### src/rtl/mux_sync_pkg.sv
// Shared types and default constants for the mux-synchronizer transmit sequencer.
package mux_sync_pkg;

  typedef enum logic [1:0] {
    IDLE    = 2'd0,
    SETUP   = 2'd1,
    REQ     = 2'd2,
    RELEASE = 2'd3
  } xfer_state_e;

  localparam int MUX_SYNC_DEF_FLOPS   = 2;
  localparam int MUX_SYNC_DEF_SETUP   = 1;
  localparam int MUX_SYNC_DEF_TIMEOUT = 1024;

endpackage

### src/rtl/synchronize_bit.sv
// Multi-flop single-bit synchronizer with asynchronous active-low reset.
module synchronize_bit #(
  parameter int NUM_OF_SYNC_FLOPS = 2
) (
  input  logic dest_clk,
  input  logic rstn,
  input  logic D_in,
  output logic D_out
);

  logic [NUM_OF_SYNC_FLOPS-1:0] sync_q;

  always_ff @(posedge dest_clk or negedge rstn) begin
    if (!rstn) begin
      sync_q[0] <= 1'b0;
    end else begin
      sync_q[0] <= D_in;
    end
  end

  for (genvar gi = 1; gi < NUM_OF_SYNC_FLOPS; gi++) begin : g_stage
    always_ff @(posedge dest_clk or negedge rstn) begin
      if (!rstn) begin
        sync_q[gi] <= 1'b0;
      end else begin
        sync_q[gi] <= sync_q[gi-1];
      end
    end
  end

  assign D_out = sync_q[NUM_OF_SYNC_FLOPS-1];

endmodule

### src/rtl/mux_sync_tx_ctrl.sv
// Source-side sequencer for a mux-synchronized bus: holds the word, raises xfer_req, runs a
// 4-phase handshake on the synchronized ack. Optional REQ abort built with MUX_SYNC_TX_TIMEOUT_EN.
module mux_sync_tx_ctrl
  import mux_sync_pkg::*;
#(
  parameter int DATA_WIDTH        = 8,
  parameter int NUM_OF_SYNC_FLOPS = MUX_SYNC_DEF_FLOPS,
  parameter int SETUP_CYCLES      = MUX_SYNC_DEF_SETUP,
  parameter int TIMEOUT_CYCLES    = MUX_SYNC_DEF_TIMEOUT
) (
  input  logic                  src_clk,
  input  logic                  rst,
  input  logic [DATA_WIDTH-1:0] in_data,
  input  logic                  in_valid,
  output logic                  in_ready,
  output logic [DATA_WIDTH-1:0] xfer_data,
  output logic                  xfer_req,
  input  logic                  xfer_ack,
  output logic                  busy,
  output logic                  timeout
);

  localparam int SETUP_W = $clog2(SETUP_CYCLES + 1);
  localparam logic [SETUP_W-1:0] SETUP_LAST = SETUP_W'(SETUP_CYCLES - 1);

  xfer_state_e           state_q;
  logic                  in_ready_q;
  logic [DATA_WIDTH-1:0] xfer_data_q;
  logic                  xfer_req_q;
  logic [SETUP_W-1:0]    setup_cnt_q;
  logic [SETUP_W-1:0]    setup_cnt_d;
  logic                  ack_s;
  logic                  rstn;

  assign rstn = ~rst;

  synchronize_bit #(
    .NUM_OF_SYNC_FLOPS(NUM_OF_SYNC_FLOPS)
  ) u_ack_sync (
    .dest_clk(src_clk),
    .rstn    (rstn),
    .D_in    (xfer_ack),
    .D_out   (ack_s)
  );

  assign setup_cnt_d = setup_cnt_q + 1'b1;

`ifdef MUX_SYNC_TX_TIMEOUT_EN
  localparam int TO_W = $clog2(TIMEOUT_CYCLES + 1);
  localparam logic [TO_W-1:0] TO_LIMIT = TO_W'(TIMEOUT_CYCLES);

  logic [TO_W-1:0] to_cnt_q;
  logic [TO_W-1:0] to_cnt_d;
  logic            timeout_q;

  assign to_cnt_d = to_cnt_q + 1'b1;
  assign timeout  = timeout_q;
`else
  // Keeps the timeout parameter referenced when the abort logic is not built.
  logic unused_timeout_cfg;
  assign unused_timeout_cfg = ^TIMEOUT_CYCLES;
  assign timeout            = 1'b0;
`endif

  always_ff @(posedge src_clk or posedge rst) begin
    if (rst) begin
      state_q     <= IDLE;
      in_ready_q  <= 1'b0;
      xfer_data_q <= '0;
      xfer_req_q  <= 1'b0;
      setup_cnt_q <= '0;
`ifdef MUX_SYNC_TX_TIMEOUT_EN
      to_cnt_q    <= '0;
      timeout_q   <= 1'b0;
`endif
    end else begin
`ifdef MUX_SYNC_TX_TIMEOUT_EN
      timeout_q <= 1'b0;
`endif
      unique case (state_q)
        IDLE: begin
          // in_ready_q is low only for the first cycle out of reset
          if (in_valid && in_ready_q) begin
            xfer_data_q <= in_data;
            in_ready_q  <= 1'b0;
            setup_cnt_q <= '0;
            state_q     <= SETUP;
          end else begin
            in_ready_q <= 1'b1;
          end
        end
        SETUP: begin
          if (setup_cnt_q == SETUP_LAST) begin
            xfer_req_q <= 1'b1;
            state_q    <= REQ;
`ifdef MUX_SYNC_TX_TIMEOUT_EN
            to_cnt_q   <= '0;
`endif
          end else begin
            setup_cnt_q <= setup_cnt_d;
          end
        end
        REQ: begin
          // ack is tested first so it wins over an expiring timeout
          if (ack_s) begin
            xfer_req_q <= 1'b0;
            state_q    <= RELEASE;
`ifdef MUX_SYNC_TX_TIMEOUT_EN
          end else if (to_cnt_d == TO_LIMIT) begin
            xfer_req_q <= 1'b0;
            timeout_q  <= 1'b1;
            state_q    <= RELEASE;
          end else begin
            to_cnt_q <= to_cnt_d;
`endif
          end
        end
        RELEASE: begin
          if (!ack_s) begin
            in_ready_q <= 1'b1;
            state_q    <= IDLE;
          end
        end
        default: state_q <= IDLE;
      endcase
    end
  end

  assign in_ready  = in_ready_q;
  assign xfer_data = xfer_data_q;
  assign xfer_req  = xfer_req_q;
  assign busy      = (state_q != IDLE);

endmodule
### config.mk
export PLATFORM = sky130hd
export DESIGN_NAME = mux_sync_tx_ctrl
export DESIGN_NICKNAME = d
export VERILOG_FILES = /design/src/rtl/mux_sync_pkg.sv /design/src/rtl/synchronize_bit.sv /design/src/rtl/mux_sync_tx_ctrl.sv
export SDC_FILE = /design/constraint.sdc
export NUM_CORES = 1
export LEC_CHECK = 0
export ABC_AREA = 1
export CAP_MARGIN = 40
export CORE_ASPECT_RATIO = 0.75
export CORE_UTILIZATION = 35
export CTS_BUF_LIST = sky130_fd_sc_hd__clkbuf_16
export DETAILED_ROUTE_END_ITERATION = 10
export PLACE_DENSITY_LB_ADDON = 0.1
export SYNTH_ARGS = -nofsm -noshare
export SYNTH_HDL_FRONTEND = slang
export SYNTH_SLANG_ARGS = --single-unit
### constraint.sdc
create_clock -name src_clk -period 2.26 [get_ports src_clk]
set_input_delay 0.452 -clock src_clk [delete_from_list [all_inputs] [get_ports src_clk]]
set_output_delay 0.452 -clock src_clk [all_outputs]
set_load 0.005 [all_outputs]
## After elaboration in Yosys (flattened, before gate mapping)

Cells that the tools add are included.

- Bits in registers: 15
- Latch bits: 0
- Bits in writable memories: 0
- ROM bits: 0
- Bits of input ports: 12
- Output and inout bits: 12
- Word-level logic and storage cells: 40
- Memories kept: 0

- $add $sub $neg: 1
- Multipliers: 0
- Divide/modulo/power cells: 0
- Magnitude comparators: 0
- Equality and inequality tests: 7
- Shift-type cells: 0
- Multiplexer cells: 14
- Bitwise operators: 0
- Reduce and logical (&&, ||, !) cells: 11

Operator list:

| operator | count |
|---|---|
| 2-bit 2-to-1 mux | 4 |
| 2-bit case mux with 4 select lines | 1 |
| 2-bit nonzero test | 4 |
| 1-bit 2-to-1 mux | 6 |
| 2-bit inequality test (second input constant) | 3 |
| 1-bit case mux with 2 select lines | 3 |
| 2-bit AND reduction | 3 |
| 2-bit == test (second input constant) | 2 |
| 4-bit AND reduction | 1 |
| 3-bit AND reduction | 1 |
| 2-bit by 1-bit == test with 1-bit output (second input constant) | 1 |
| 2-bit zero test | 1 |
| 2-bit by 1-bit inequality test with 1-bit output (second input constant) | 1 |
| 1-bit adder (second input constant) | 1 |
| 1-bit logical AND | 1 |

## Longest topological paths before layout

Gate-level depths: netlist of the first run.

- Depth after elaboration: 3
- Depth in mapped cells: 6
- Mapped depth without buffers: 6

## Modules after synthesis

A second synthesis of the first run with hierarchy kept.

- Cells, all modules: 73
- Area, all modules: 684.4 µm²

By module, submodules not included:

| module | times used | cells an instance | area each (µm²) | seq. area each (µm²) |
|---|---|---|---|---|
| mux_sync_tx_ctrl | 1 | 71 | 634.4 | 300.3 |
| synchronize_bit | 1 | 2 | 50.0 | 50.0 |

## Least setup slack after synthesis of the first run

OpenSTA, ideal clock, no wires.

- Path type: register to register
- Start: reg state_q[0]
- End: reg xfer_data_q[1], in the netlist xfer_data[1]
- Setup time: 117 ps
- Arrival: 1071 ps
- Data required time: 2143 ps
- Slack: 1072 ps
- Cell stages (with the launch flop): 7
- Path buffers: 1
- Period minus slack after synthesis: 1188 ps
- Cells stage by stage: dfrtp_1 > inv_1 > ha_1 > nand3_4 > buf_6 > nand2_2 > o21ai_2

- Cells in the longest elaborated chain, start to end: 2

RTL lines:

| what | RTL line | RTL |
|---|---|---|
| start: declaration | mux_sync_tx_ctrl.sv:26 | `xfer_state_e state_q;` |
| start signal: assignment | mux_sync_tx_ctrl.sv:67 | `state_q <= IDLE;` |
| start signal: assignment | mux_sync_tx_ctrl.sv:87 | `state_q <= SETUP;` |
| start signal: assignment | mux_sync_tx_ctrl.sv:95 | `state_q <= REQ;` |
| 2-bit zero test | mux_sync_tx_ctrl.sv:80 | `unique case (state_q)` |
| 2-bit AND reduction (no line) | n/a |  |
| end signal: assignment | mux_sync_tx_ctrl.sv:84 | `xfer_data_q <= in_data;` |
| end: declaration | mux_sync_tx_ctrl.sv:28 | `logic [DATA_WIDTH-1:0] xfer_data_q;` |

No other way between the ends.
A chain may end at the register's enable or synchronous reset.

## Final worst setup path of the first run

- Start: reg state_q[0]
- End: out busy

- Cells in the longest elaborated chain, start to end: 1

RTL lines:

| what | RTL line | RTL |
|---|---|---|
| 2-bit nonzero test | mux_sync_tx_ctrl.sv:132 | `assign busy = (state_q != IDLE);` |
| end: declaration | mux_sync_tx_ctrl.sv:19 | `output logic busy,` |

No other way between the ends.

==> results.tsv, run 1 <==
stage	metric	value	unit
clock_network	post-CTS setup buffer count	0	
route	via density per instance	4.47	
power_and_ir_drop	worst vdd ir	0.741	mV
clock_network	CTS root buffer	clkbuf_16	
clock_network	CTS Buf Count	3	
cells_and_area	fraction of layout cells with a size suffix above 1	15.5	%
yosys	EDFF count, synth	0	
outcome	status	completed	
timing	Tmin final	1.93	ns
placement	port bufs	22	
clock_network	hold_buf cts	0	
clock_network	CTS H-tree depth	1	
worst_setup_path	CP Class	flop to output port	
worst_setup_path	cell mode on critical path	inv_1	
route	met2 WL	529	µm
yosys	register area share after synthesis	50.4	%
timing	RSZ-0062 raised after global routing	false	
worst_setup_path	Reg2Reg Depth	5	
worst_setup_path	Req. time, crit path	1.81	ns
cells_and_area	fin cells	119	
yosys	cell taking the most area after synthesis	dfrtp_1	
clock_network	clk_lat worst skew	0.24	ns
yosys	Post-synth ARST share	100	%
yosys	Synth Instances	73	
route	DRC Markers	0	
route	wl on met1	601	µm
floorplan	I/O pin total	24	
clock_network	Bufs on Longest Clock Path	2	
cells_and_area	FILL cells	159	
route	Detail Route Antenna Nets	0	
timing	Max Fclk	0.519	GHz
global_routing	first-pass GRT wire length	1970	µm
yosys	most common cell in the netlist	nand2_1	
power_and_ir_drop	Int Power	895	µW
timing	Fin. Hold Viols	0	
power_and_ir_drop	Comb pwr share	42.5	%
placement	Post-Place Cells	115	
worst_setup_path	Crit. End Element	output port	
cells_and_area	fin nets	115	
route	drt pass-1 iters	4	
yosys	synth warn	0	
floorplan	initial core utilization	38.5	%
timing	Tightest Pin Transition	0.526	ns
worst_setup_path	worst reg2reg setup slack	0.94	ns
timing	TNS Setup	0	ns
cells_and_area	Layout area overhead	44.2	%
global_routing	largest net degree at the start of global routing	17	
worst_setup_path	CP Data Arrival Time	1.47	ns
worst_setup_path	Critical Path Start Type	flop	
yosys	post-synthesis cell area	696	µm²
floorplan	num rows	13	
clock_network	CTS Sinks	14	
yosys	Net Count, Synth	90	
power_and_ir_drop	sw frac	32.5	%
yosys	Main synth FF type	dfrtp_1	
floorplan	die area	2170	µm²
yosys	#FFs+latches synth	14	
timing	Tcrit/Tclk final	85.2	%
clock_network	CTS tree	built	
placement	gpl congestion	0.873	
clock_network	cts repair resizes	0	
power_and_ir_drop	net switching power	432	µW
route	Total Routed Length	1240	µm
yosys	Mean Syn Cell Area	9.53	µm²
yosys	Commonest cells post-synth	nand2_1 (18), dfrtp_1 (14), inv_1 (14)	
global_routing	global-route usage over all layers	14.0	%
worst_setup_path	CP Cell Sequence	inv_1 -> ha_1 -> inv_1 -> clkdlybuf4s50_1	
clock_network	clock slew at reported path FFs	0.04	ns
timing	skew final	0.00247	ns
global_routing	initial antenna violation count	0	
power_and_ir_drop	Power Density	1320	nW/µm²
power_and_ir_drop	Seq pwr share	32.5	%
yosys	ranking of synthesized cells by area	dfrtp_1 (50%), o21ai_2 (10%), nand2_1 (9.7%)	
worst_setup_path	top fanout value on the critical path	4	
timing	slew margin rel.	64.9	%
route	wire length on met3	87	µm
timing	Final Max Slew Viols	0	
global_routing	vias in the first global route	451	
route	DR vias	532	
timing	endpoints failing setup	0	
job	# Max-Cap Violations	0	
route	mean routed wirelength per cell	10.4	µm
route	DR top layer	met4	
placement	HPWL after DPL	909	µm
route	initial DRC count	21	
cells_and_area	Diodes inserted	0	
floorplan	core region area	1810	µm²
power_and_ir_drop	clock share of power	25.0	%
floorplan	die height	40.6	µm
min_path	hold path cells	0	
power_and_ir_drop	LEAKAGE	0.000498	µW
min_path	Tightest Hold Check Type	flop to flop	
yosys	area fraction of the dominant cell type after synthesis	50.4	%
worst_setup_path	CP max stage delay	0.48	ns
worst_setup_path	Slowest-stage cell, CP	clkdlybuf4s50_1	
global_routing	grt total ovfl	0	
yosys	Synth cell types	16	
floorplan	Die W	53.5	µm
[power by group through the flow]
stage               Combinational, µW  Clock [µW]  Sequential, µW
floorplan                         317           0             434
global placement                  564           0             430
detailed placement                565           0             435
CTS                               569         340             433
global route                      638         353             448
finish                            564         332             431
[registers in the layout, summed over array words and instances (netlist names)]
| signal | count |
|---|---|
| u_ack_sync.sync_q | 1 |
| state_q | 2 |
| in_ready | 1 |
| xfer_req | 1 |
| xfer_data | 8 |
| u_ack_sync.D_out | 1 |
[cell families after synthesis]
kind of cell / Yosys count / share of synthesized area (%)
AND/OR/NAND/NOR: 25 / 17.1
flip-flops: 14 / 50.4
other: 1 / 0.539
AO/OA/AOI/OAI: 11 / 12.2
buffers and inverters: 17 / 10.8
adder cells (fa/ha/maj): 5 / 8.99
[per-layer routing]
layer | up-vias | GRT usage, %
li1 | 268 | -
met1 | 236 | 17.6
met2 | 23 | 20.6
met3 | 5 | 6.67
met4 | 0 | 5.92
met5 | - | 0
[final timing paths]
check | from | endpoint
worst max-delay path | state_q[0]$_DFFE_PP0P_ | busy
worst min-delay path | u_ack_sync.sync_q[0]$_DFF_PP0_ | u_ack_sync.D_out$_DFF_PP0_
worst max register to register | state_q[0]$_DFFE_PP0P_ | xfer_data[4]$_DFFE_PP0P_
worst min register to register | u_ack_sync.sync_q[0]$_DFF_PP0_ | u_ack_sync.D_out$_DFF_PP0_
max in group asynchronous | rst | xfer_data[6]$_DFFE_PP0P_
min in group asynchronous | rst | xfer_data[3]$_DFFE_PP0P_
[area by class of cell]
type	instances	area (µm²)	area share [%]
flip-flops and latches	14	350	34.9
multi-input cells	42	270	26.9
repair buffers	22	220	21.9
clock buffers	3	75.1	7.48
inverters	15	56.3	5.61
well taps	22	27.5	2.74
clock inverters	1	3.75	0.374
[worst max-delay path: cells and delay by family, from the launching register on]
kind	cells	cell delay (ns)
buffers and inverters	3	0.63
adder cells (fa/ha/maj)	1	0.21
flip-flops	1	0.39
[stage by stage]
stage	total power (µW)	worst slack (ns)	hold slack (ns)	cell area, µm²	utilization, %
after floorplan	751	1.07	0.331	696	-
after global placement	994	0.617	0.337	925	51.2
after detailed placement	999	0.586	0.336	925	51.2
after CTS	1340	0.324	0.346	1000	55.6
after global routing	1440	0.252	0.347	1000	55.6
final	1330	0.335	0.344	1000	55.6
[cells in the final DEF, fill, tap and decap left out]
master | netlist | routed
inv_2 | 1 | 1
nand2_2 | 2 | 2
clkinv_1 | 0 | 1
nand3_1 | 1 | 1
nand2_1 | 18 | 18
ha_1 | 5 | 5
o21ai_1 | 2 | 2
conb_1 | 1 | 1
nand4_1 | 2 | 2
clkdlybuf4s50_1 | 0 | 22
o21ai_0 | 1 | 1
o21ai_2 | 8 | 8
dfrtp_1 | 14 | 14
nor2_1 | 1 | 1
inv_1 | 14 | 14
clkbuf_16 | 0 | 3
nand3_4 | 1 | 1
Power figures use the tool's default switching activity.
==> run 2: changes to the inputs <==
--- a/config.mk
+++ b/config.mk
@@ -7,8 +7,10 @@
 export LEC_CHECK = 0
 export ABC_AREA = 1
 export CAP_MARGIN = 40
+export CELL_PAD_IN_SITES_DETAIL_PLACEMENT = 1
+export CELL_PAD_IN_SITES_GLOBAL_PLACEMENT = 1
 export CORE_ASPECT_RATIO = 0.75
-export CORE_UTILIZATION = 35
+export CORE_UTILIZATION = 32
 export CTS_BUF_LIST = sky130_fd_sc_hd__clkbuf_16
 export DETAILED_ROUTE_END_ITERATION = 10
 export PLACE_DENSITY_LB_ADDON = 0.1
==> constraint.sdc (replaced) <==
create_clock -name src_clk -period 2.1 [get_ports src_clk]
set_input_delay 0.42 -clock src_clk [delete_from_list [all_inputs] [get_ports src_clk]]
set_output_delay 0.42 -clock src_clk [all_outputs]
set_load 0.005 [all_outputs]
==> results.tsv, run 2 (synthesized netlist as in run 1, its figures left out) <==
stage	metric	value	unit	change
cells_and_area	fin nets	115		unchanged
placement	gpl congestion	0.816		-6.6%
floorplan	I/O pin total	24		unchanged
worst_setup_path	Crit. End Element	output port		
clock_network	CTS tree	built		
power_and_ir_drop	clock share of power	24.6	%	-0.4 points
cells_and_area	Layout area overhead	44.6	%	
global_routing	initial antenna violation count	0		unchanged
power_and_ir_drop	Int Power	966	µW	+7.9%
clock_network	post-CTS setup buffer count	0		unchanged
worst_setup_path	Critical R2R Capture	xfer_data[4]$_DFFE_PP0P_		
worst_setup_path	Crit path buffers/inverters	3		unchanged
worst_setup_path	worst reg2reg setup slack	0.71	ns	-0.23 ns
clock_network	CTS root buffer	clkbuf_16		
clock_network	clk_lat worst skew	0.24	ns	about the same
worst_setup_path	Reg2Reg Depth	5		unchanged
cells_and_area	max FFs per register	8		unchanged
worst_setup_path	Slowest-stage cell, CP	clkdlybuf4s50_1		
timing	skew final	0.00494	ns	+0.00246 ns
route	Detail Route Antenna Nets	0		unchanged
clock_network	CTS H-tree depth	1		unchanged
clock_network	hold_buf cts	0		unchanged
worst_setup_path	CP Class	flop to output port		
floorplan	initial core utilization	34.2	%	-4.3 points
worst_setup_path	critical path's top delay family	buffers and inverters		
timing	RSZ-0062 raised after global routing	false		
route	Total Routed Length	1470	µm	+19%
worst_setup_path	CP max stage delay	0.49	ns	about the same
clock_network	CTS Sinks	14		unchanged
clock_network	Bufs on Longest Clock Path	2		unchanged
worst_setup_path	CP Data Arrival Time	1.51	ns	+0.04 ns
worst_setup_path	cell mode on critical path	inv_1		
worst_setup_path	WP depth	4		unchanged
route	initial DRC count	11		-48%
clock_network	clock slew at reported path FFs	0.05	ns	about the same
route	via density per instance	4.46		-0.17%
timing	endpoints failing setup	0		unchanged
global_routing	first-pass GRT wire length	2680	µm	+36%
job	# Max-Cap Violations	0		unchanged
power_and_ir_drop	Seq pwr share	32.4	%	about the same
power_and_ir_drop	LEAKAGE	0.000498	µW	unchanged
power_and_ir_drop	sw frac	33.3	%	+0.78 points
power_and_ir_drop	Power Density	1440	nW/µm²	+8.9%
worst_setup_path	top fanout value on the critical path	4		unchanged
timing	Tightest Pin Transition	0.536	ns	+0.0101 ns
clock_network	cts repair resizes	0		unchanged
floorplan	core region area	2030	µm²	+13%
min_path	Tightest Hold Check Type	flop to flop		
floorplan	die area	2370	µm²	+9.0%
cells_and_area	fraction of layout cells with a size suffix above 1	15.5	%	unchanged
cells_and_area	commonest non-fill, non-tap cell in the layout	clkdlybuf4s50_1		
timing	Final Max Slew Viols	0		unchanged
floorplan	Die W	55.8	µm	+4.4%
route	mean routed wirelength per cell	12.2	µm	+17%
route	drt pass-1 iters	2		-2
worst_setup_path	Critical Path Start Type	flop		
timing	Fin. Hold Viols	0		unchanged
timing	Max Fclk	0.519	GHz	
global_routing	largest net degree at the start of global routing	17		unchanged
cells_and_area	commonest non-fill, non-tap cells in the layout	clkdlybuf4s50_1 (22), nand2_1 (18), inv_1 (14), dfrtp_1 (14), o21ai_2 (8)		
floorplan	die height	42.4	µm	+4.4%
global_routing	vias in the first global route	592		+31%
route	DR vias	540		+1.5%
worst_setup_path	Reg2Reg Launch Point	state_q[1]$_DFFE_PP0P_		
timing	Tmin final	1.93	ns	
power_and_ir_drop	Comb pwr share	43.0	%	+0.5 points
timing	Tcrit/Tclk final	91.7	%	
outcome	status	completed		
timing	TNS Setup	0	ns	unchanged
worst_setup_path	CP Cell Sequence	inv_1 -> ha_1 -> inv_1 -> clkdlybuf4s50_1		
placement	port bufs	22		unchanged
route	DRC Markers	0		unchanged
global_routing	grt total ovfl	0		unchanged
placement	HPWL after DPL	1100	µm	+21%
timing	worst setup margin	0.174	ns	-0.161 ns
clock_network	CTS Buf Count	3		unchanged
power_and_ir_drop	net switching power	483	µW	+12%
timing	slew margin rel.	64.2	%	-0.67 points
power_and_ir_drop	worst vdd ir	0.789	mV	+6.5%
floorplan	num rows	14		+1
worst_setup_path	Req. time, crit path	1.68	ns	-0.13 ns
placement	pre-CTS WS	0.429	ns	-0.157 ns
global_routing	global-route usage over all layers	15.4	%	+1.4 points
worst_setup_path	CP startpoint	state_q[0]$_DFFE_PP0P_		
worst_setup_path	CP endpoint	busy		
cells_and_area	Diodes inserted	0		unchanged
[run 2: routing by layer]
| layer | vias up | part of all wire (%) | track usage, % |
|---|---|---|---|
| met2 | 16 | 43 | 23.1 |
| li1 | 268 | - | - |
| met1 | 254 | 50 | 20.2 |
| met3 | 2 | 5.7 | 6.17 |
| met4 | 0 | 0.61 | 5.85 |
| met5 | - | 0 | 0 |
[run 2: final cells by class]
class / count / area (µm²)
fill: 230 / 1030
multi-input combinational: 42 / 270
clock inverter: 1 / 3.75
clock buffer: 3 / 75.1
timing repair buffer: 22 / 220
tap: 24 / 30.0
inverter: 15 / 56.3
sequential: 14 / 350
[run 2: metrics by stage]
step                instance area [µm²]  util (%)  total power (µW)  hold WS (ns)  cells
floorplan                           696         -               808         0.309     73
global placement                    927      45.6              1080         0.333    117
detailed placement                  927      45.6              1110         0.348    117
CTS                                1010      49.5              1480         0.374    121
global route                       1010      49.5              1580         0.375    121
finish                             1010      49.5              1450         0.367    121
[run 2: worst min path at each step]
stage | startpoint | endpoint | depth (start not counted)
global route | u_ack_sync.sync_q[0]$_DFF_PP0_ | u_ack_sync.D_out$_DFF_PP0_ | 0
detailed placement | u_ack_sync.sync_q[0]$_DFF_PP0_ | u_ack_sync.D_out$_DFF_PP0_ | 0
floorplan | rst | in_ready$_DFFE_PP0P_ | 1
finish | u_ack_sync.sync_q[0]$_DFF_PP0_ | u_ack_sync.D_out$_DFF_PP0_ | 0
CTS | u_ack_sync.sync_q[0]$_DFF_PP0_ | u_ack_sync.D_out$_DFF_PP0_ | 0
global placement | u_ack_sync.sync_q[0]$_DFF_PP0_ | u_ack_sync.D_out$_DFF_PP0_ | 0
[run 2: power by group through the flow]
stage	clock network (µW)	registers, µW	logic (µW)
floorplan	0	467	341
global placement	0	464	619
detailed placement	0	471	635
CTS	371	469	638
global route	380	482	721
finish	357	470	622
